`config.mk`:
```
export PLATFORM = sky130hd
export DESIGN_NAME = mfe_window_sched
export DESIGN_NICKNAME = d
export VERILOG_FILES = /design/src/rtl/mfe_window_sched.sv
export SDC_FILE = /design/constraint.sdc
export NUM_CORES = 1
export LEC_CHECK = 0
export ABC_AREA = 1
export CAP_MARGIN = 20
export CORE_UTILIZATION = 57
export CTS_CLUSTER_SIZE = 24
export DETAILED_ROUTE_END_ITERATION = 12
export GPL_ROUTABILITY_DRIVEN = 0
export PLACE_DENSITY = 0.86
export RECOVER_POWER = 100
export SETUP_SLACK_MARGIN = 0.15
export SYNTH_ARGS = -nofsm -noshare
export SYNTH_HDL_FRONTEND = slang
export SYNTH_SLANG_ARGS = --single-unit
```
`constraint.sdc`:
```
create_clock -name clk -period 7.1 [get_ports clk]
set_input_delay 0.71 -clock clk [delete_from_list [all_inputs] [get_ports clk]]
set_output_delay 0.71 -clock clk [all_outputs]
set_load 0.01 [all_outputs]
```
`src/rtl/mfe_window_sched.sv`:
```
// mfe_window_sched: raster-scan scheduler for the median filter.
// For each pixel it fetches the zero-padded 3x3 neighbourhood from image
// memory, offers the window to the median unit, waits for the result and
// writes it to result memory.
module mfe_window_sched #(
    parameter int IMG_LOG2 = 7,
    parameter int AW       = 2 * IMG_LOG2
) (
    input  logic          clk,
    input  logic          reset,
    input  logic          ready,
    output logic          busy,
    output logic [AW-1:0] iaddr,
    input  logic [7:0]    idata,
    output logic          win_valid,
    input  logic          win_ready,
    output logic [71:0]   win_data,
    input  logic          med_valid,
    input  logic [7:0]    med_data,
    output logic [AW-1:0] addr,
    output logic [7:0]    data_wr,
    output logic          wen,
    output logic          done
);

    localparam int N  = IMG_LOG2;
    localparam int CW = IMG_LOG2 + 2;

    typedef enum logic [2:0] {
        S_IDLE,
        S_FETCH,
        S_OFFER,
        S_WAIT,
        S_WRITE
    } state_t;

    // Returns {in_range, address} of tap k around pixel (px,py). The
    // two extra coordinate bits catch both -1 and 2^N as out of range.
    function automatic logic [AW:0] tap_info(input logic [N-1:0] px,
                                             input logic [N-1:0] py,
                                             input logic [3:0]   k);
        logic [3:0]    col;
        logic [3:0]    row;
        logic [CW-1:0] sx;
        logic [CW-1:0] sy;
        logic          inr;
        col = k % 4'd3;
        row = k / 4'd3;
        sx  = {2'b00, px} + CW'(col) - CW'(1);
        sy  = {2'b00, py} + CW'(row) - CW'(1);
        inr = (sx[CW-1:N] == 2'b00) && (sy[CW-1:N] == 2'b00);
        return {inr, sy[N-1:0], sx[N-1:0]};
    endfunction

    state_t        r_state;
    logic [N-1:0]  r_x;
    logic [N-1:0]  r_y;
    logic [3:0]    r_cnt;
    logic          r_inr_cur;   // range flag of the tap addressed this cycle
    logic          r_inr_d;     // range flag of the tap whose data arrives now
    logic          r_busy;
    logic [AW-1:0] r_iaddr;
    logic          r_win_valid;
    logic [AW-1:0] r_addr;
    logic [7:0]    r_data_wr;
    logic          r_wen;
    logic          r_done;

    logic [AW:0]   w_idle_info;
    logic [AW:0]   w_fetch_info;
    logic [AW:0]   w_start_info;
    logic [N-1:0]  w_nx;
    logic [N-1:0]  w_ny;
    logic          w_x_last;
    logic          w_y_last;

    assign w_x_last     = &r_x;
    assign w_y_last     = &r_y;
    assign w_nx         = r_x + N'(1);
    assign w_ny         = w_x_last ? r_y + N'(1) : r_y;
    assign w_idle_info  = tap_info(r_x, r_y, 4'd0);
    assign w_fetch_info = tap_info(r_x, r_y, r_cnt + 4'd1);
    assign w_start_info = tap_info(w_nx, w_ny, 4'd0);

    // Scan sequencing: fetch, offer, wait for median, write, advance.
    always_ff @(posedge clk or posedge reset) begin
        if (reset) begin
            r_state     <= S_IDLE;
            r_x         <= '0;
            r_y         <= '0;
            r_cnt       <= 4'd0;
            r_inr_cur   <= 1'b0;
            r_inr_d     <= 1'b0;
            r_busy      <= 1'b0;
            r_iaddr     <= '0;
            r_win_valid <= 1'b0;
            r_addr      <= '0;
            r_data_wr   <= 8'd0;
            r_wen       <= 1'b0;
            r_done      <= 1'b0;
        end else begin
            r_wen   <= 1'b0;
            r_done  <= 1'b0;
            r_inr_d <= r_inr_cur;
            case (r_state)
                S_IDLE: begin
                    // The done cycle itself does not accept a new start.
                    if (ready && !r_done) begin
                        r_busy    <= 1'b1;
                        r_state   <= S_FETCH;
                        r_cnt     <= 4'd0;
                        r_inr_cur <= w_idle_info[AW];
                        if (w_idle_info[AW]) begin
                            r_iaddr <= w_idle_info[AW-1:0];
                        end
                    end
                end
                S_FETCH: begin
                    if (r_cnt == 4'd9) begin
                        r_state     <= S_OFFER;
                        r_win_valid <= 1'b1;
                    end else begin
                        r_cnt <= r_cnt + 4'd1;
                        if (r_cnt < 4'd8) begin
                            r_inr_cur <= w_fetch_info[AW];
                            if (w_fetch_info[AW]) begin
                                r_iaddr <= w_fetch_info[AW-1:0];
                            end
                        end
                    end
                end
                S_OFFER: begin
                    if (win_ready) begin
                        r_win_valid <= 1'b0;
                        r_state     <= S_WAIT;
                    end
                end
                S_WAIT: begin
                    if (med_valid) begin
                        r_state   <= S_WRITE;
                        r_wen     <= 1'b1;
                        r_addr    <= {r_y, r_x};
                        r_data_wr <= med_data;
                    end
                end
                S_WRITE: begin
                    r_x <= w_nx;
                    r_y <= w_ny;
                    if (w_x_last && w_y_last) begin
                        r_done  <= 1'b1;
                        r_busy  <= 1'b0;
                        r_state <= S_IDLE;
                    end else begin
                        r_state   <= S_FETCH;
                        r_cnt     <= 4'd0;
                        r_inr_cur <= w_start_info[AW];
                        if (w_start_info[AW]) begin
                            r_iaddr <= w_start_info[AW-1:0];
                        end
                    end
                end
                default: r_state <= S_IDLE;
            endcase
        end
    end

    // Window taps: tap gi is captured one cycle after its address was driven.
    for (genvar gi = 0; gi < 9; gi++) begin : g_tap
        logic [7:0] r_tap;
        // Capture idata, or zero for padding, into this tap.
        always_ff @(posedge clk or posedge reset) begin
            if (reset) begin
                r_tap <= 8'd0;
            end else if (r_state == S_FETCH && r_cnt == 4'(gi + 1)) begin
                r_tap <= r_inr_d ? idata : 8'd0;
            end
        end
        assign win_data[8*gi +: 8] = r_tap;
    end

    assign busy      = r_busy;
    assign iaddr     = r_iaddr;
    assign win_valid = r_win_valid;
    assign addr      = r_addr;
    assign data_wr   = r_data_wr;
    assign wen       = r_wen;
    assign done      = r_done;

endmodule

```
==> results.md <==
* Cell taking the most area after synthesis: dfrtp_1
* Period utilization at 78.7%
* First-pass GRT wire length at 30,000 µm
* Area occupied by multi-input gates at 3210 µm²
* Startpoint Class: flip-flop
* Worst slew pin tran at 2.34 ns
* Leading post-synthesis cells by cell area: dfrtp_1 48%, nand2_1 12%, ha_1 7.1%
* Die width at 114 µm
* Met3 usage at 7.81%
* Clk sink count at 135
* Post-Syn Area at 7090 µm²
* Max stage delay cell, worst path: nor2_1
* Post-synthesis cell type count at 46
* Top_reg_cell synth: dfrtp_1
* DRC viols at 0
* Pleak at ~4.2 nW
* Final setup TNS at 0 ns
* Count leader, synth: nand2_1
* CTS hold repair buffers at 0
* Inserted Diodes at 0
* Share of cells above drive strength 1 at around 4.5%
* Fillers at 842
* CP peak stage delay at 0.70 ns
* Area grow syn2layout at 27.5%
* Clock latency on the worst-skew pair at 0.43 ns
* FF-to-FF End: iaddr[9]$_DFFE_PP0P_
* HP Class: flip-flop to flip-flop
* Power Density at 459 nW/µm²
* Unrepaired setup endpoints after global routing: no
* Met1 GRT Util at 41.5%
* Met2 usage at 46.5%
* Final HPWL DP at between 10,000 and 15,000 µm
* Delay-heaviest family, CP: simple AND/OR/NAND/NOR gates
* Synthesized area per cell at 8.09 µm²
* VDD IR max at 0.294 mV
* Initial drt markers at 476
* First drt pass iteration count at 5
* Post-synthesis sequential area ratio at 47.7%
* Row count at 40
* Global-route usage over all layers at 30.4%
* Worst Path Buf+Inv at 4
* Post-Synthesis Cells at between 800 and 900
* Tmin final at around 5.6 ns
* Routed wire per std cell at 15.7 µm
* Failing checks: capacitance limit, slew limit
* CP Class: flip-flop to flip-flop
* R2r setup slk at roughly 1.5 ns
* CTS Buf Count at 17
* Number of flops mapped to enable cells by yosys at 0
* Number of global-route vias before repair at 6,158
* CORE AREA at approximately 12,000 µm²
* Worst R2R Start: r_cnt[0]$_DFFE_PP0P_
* Clock Tree Buf Depth at 2
* Setup Skew at 0.00994 ns
* Gr ovfl total at 0
* Fin. Hold Viols at 0
* Full die area at 12,900 µm²
* Vias per inst at 5.45
* Die height at 114 µm
* Number of cells on the worst reg-to-reg path at 28
* WL final at 18,600 µm
* Asr flop ratio synth at 100%
* Layout Nets at 1,068
* Worst EP required at 7.41 ns
* Register bit total from synthesis at 135
* Postcts setup bufs at 0
* Critical Path Start: r_cnt[0]$_DFFE_PP0P_
* Yosys top cell area share at 47.7%
* I/O pin count at approximately 130
* Max-slew headroom at -56.8%
* Critical path arrival at 5.90 ns
* Cells resized by post-CTS repair at 0
* Synth cell count leaders: 222 x nand2_1, 135 x dfrtp_1, 91 x nor2_1, 88 x o21ai_0, 79 x inv_1
* Final Power at 4.15 mW
* Crit path depth at 28
* Max FO, Critical Path at 15
* Outcome: finished, violations left
* Clk slew on worst S/H paths at 0.06 ns
* CTS tree: done
* Port bufs at 132
* Pin count of the biggest net entering global routing at 83
* Crit path to: iaddr[9]$_DFFE_PP0P_
* Synth warn at 0
* Grt peak-use layer: met2
* Starting density of the core at 58.8%
* FF/Latch Area at 3380 µm²
* Max_cap viols at 2
* Root buffer cell: clkbuf_16
* Final Max Tran Viols at 72
* Syn nets at 939
* CP endpoint kind: flip-flop
* Crit path top cell by count: nand2_1
* H-tree Lvls at 4
* Vias at 6,469
* Peak Freq at 179 MHz
* Final setup fails at 0
* Initial antenna violation count at 0
* DRT antenna net count at 0
## where the power goes
part	switching, mW	total, mW	internal [mW]
clock	0.364	0.826	0.462
sequential	0.156	1.16	1.00
combinational	1.32	2.17	0.848
total	1.84	4.15	2.31
## placed cells by master, fill, tap and decap left out, types with 2 or more instances in the layout
cell type        count
a21oi_1             62
clkbuf_1             4
clkbuf_16           17
clkdlybuf4s50_1     18
clkinv_1             2
clkinv_2             2
clkinv_4             3
clkinvlp_4           3
dfrtp_1            135
dlygate4sd3_1      114
fa_1                 2
ha_1                40
inv_1               80
inv_2                2
inv_6                5
nand2_1            223
nand2_2              4
nand3_1             63
nand4_1             13
nor2_1              93
nor2_2               2
nor3_1               4
o211ai_1             3
o21ai_0             88
o21bai_1             2
o221ai_1             2
xnor2_1              3
xor2_1               8
## how the worst min path moves through the flow
stage	startpoint	cells after the start	endpoint	slack, ns
floorplan	r_inr_cur$_DFFE_PP0P_	0	r_inr_d$_DFF_PP0_	0.35
global placement	r_inr_cur$_DFFE_PP0P_	0	r_inr_d$_DFF_PP0_	0.41
detailed placement	r_inr_cur$_DFFE_PP0P_	0	r_inr_d$_DFF_PP0_	0.39
CTS	r_inr_cur$_DFFE_PP0P_	0	r_inr_d$_DFF_PP0_	0.42
global route	r_inr_cur$_DFFE_PP0P_	0	r_inr_d$_DFF_PP0_	0.43
finish	r_inr_cur$_DFFE_PP0P_	0	r_inr_d$_DFF_PP0_	0.42
## per-layer routing
metal | up-vias | routed length, µm
met1 | 3050 | 8130
met2 | 254 | 8650
met5 | - | 0
met4 | 0 | 481
li1 | 3121 | -
met3 | 44 | 1330
## through the flow
stage | setup WS, ns | std cells | util [%] | hold slack [ns] | cell area, µm²
4_1_cts | 2.35 | 1185 | 75.2 | 0.420 | 9070
6_report | 1.51 | 1186 | 74.9 | 0.417 | 9040
5_1_grt | 0.999 | 1186 | 74.9 | 0.426 | 9040
2_1_floorplan | 2.78 | 876 | - | 0.348 | 7090
3_5_place_dp | 2.38 | 1153 | 70.6 | 0.394 | 8520
3_3_place_gp | 2.59 | 1153 | 70.6 | 0.408 | 8520
## kinds of logic after synthesis
group	after synthesis	share of synthesized area, %
buffers and inverters	112	6.41
AND/OR/NAND/NOR	411	24.7
AO/OA/AOI/OAI	165	12.2
flip-flops	135	47.7
adder cells (fa/ha/maj)	42	7.63
XOR/XNOR	11	1.36
## area by class of cell
cell class / instances / share of cell area (%)
clock buffer: 18 / 4.86
clock inverter: 14 / 1.26
inverter: 85 / 3.54
multi-input combinational: 629 / 35.5
sequential: 135 / 37.4
tap: 168 / 2.33
timing repair buffer: 137 / 15.1
## worst register-to-register path, delay by kind of cell (launching register included)
kind	cells	cell delay, ns
buf+inv	4	0.20
flops	1	0.45
xor+xnor	2	0.51
compound gates	1	0.11
fa+ha+maj	7	1.74
simple gates	14	2.47
## registers in the layout, indices dropped and copies added, names as in the netlist
register,count
g_tap.r_tap,72
addr,14
iaddr,14
data_wr,8
r_x,7
r_y,7
r_cnt,4
r_state,3
busy,1
done,1
r_inr_cur,1
r_inr_d,1
wen,1
win_valid,1
Note: power is estimated with default switching activity, not from simulation.
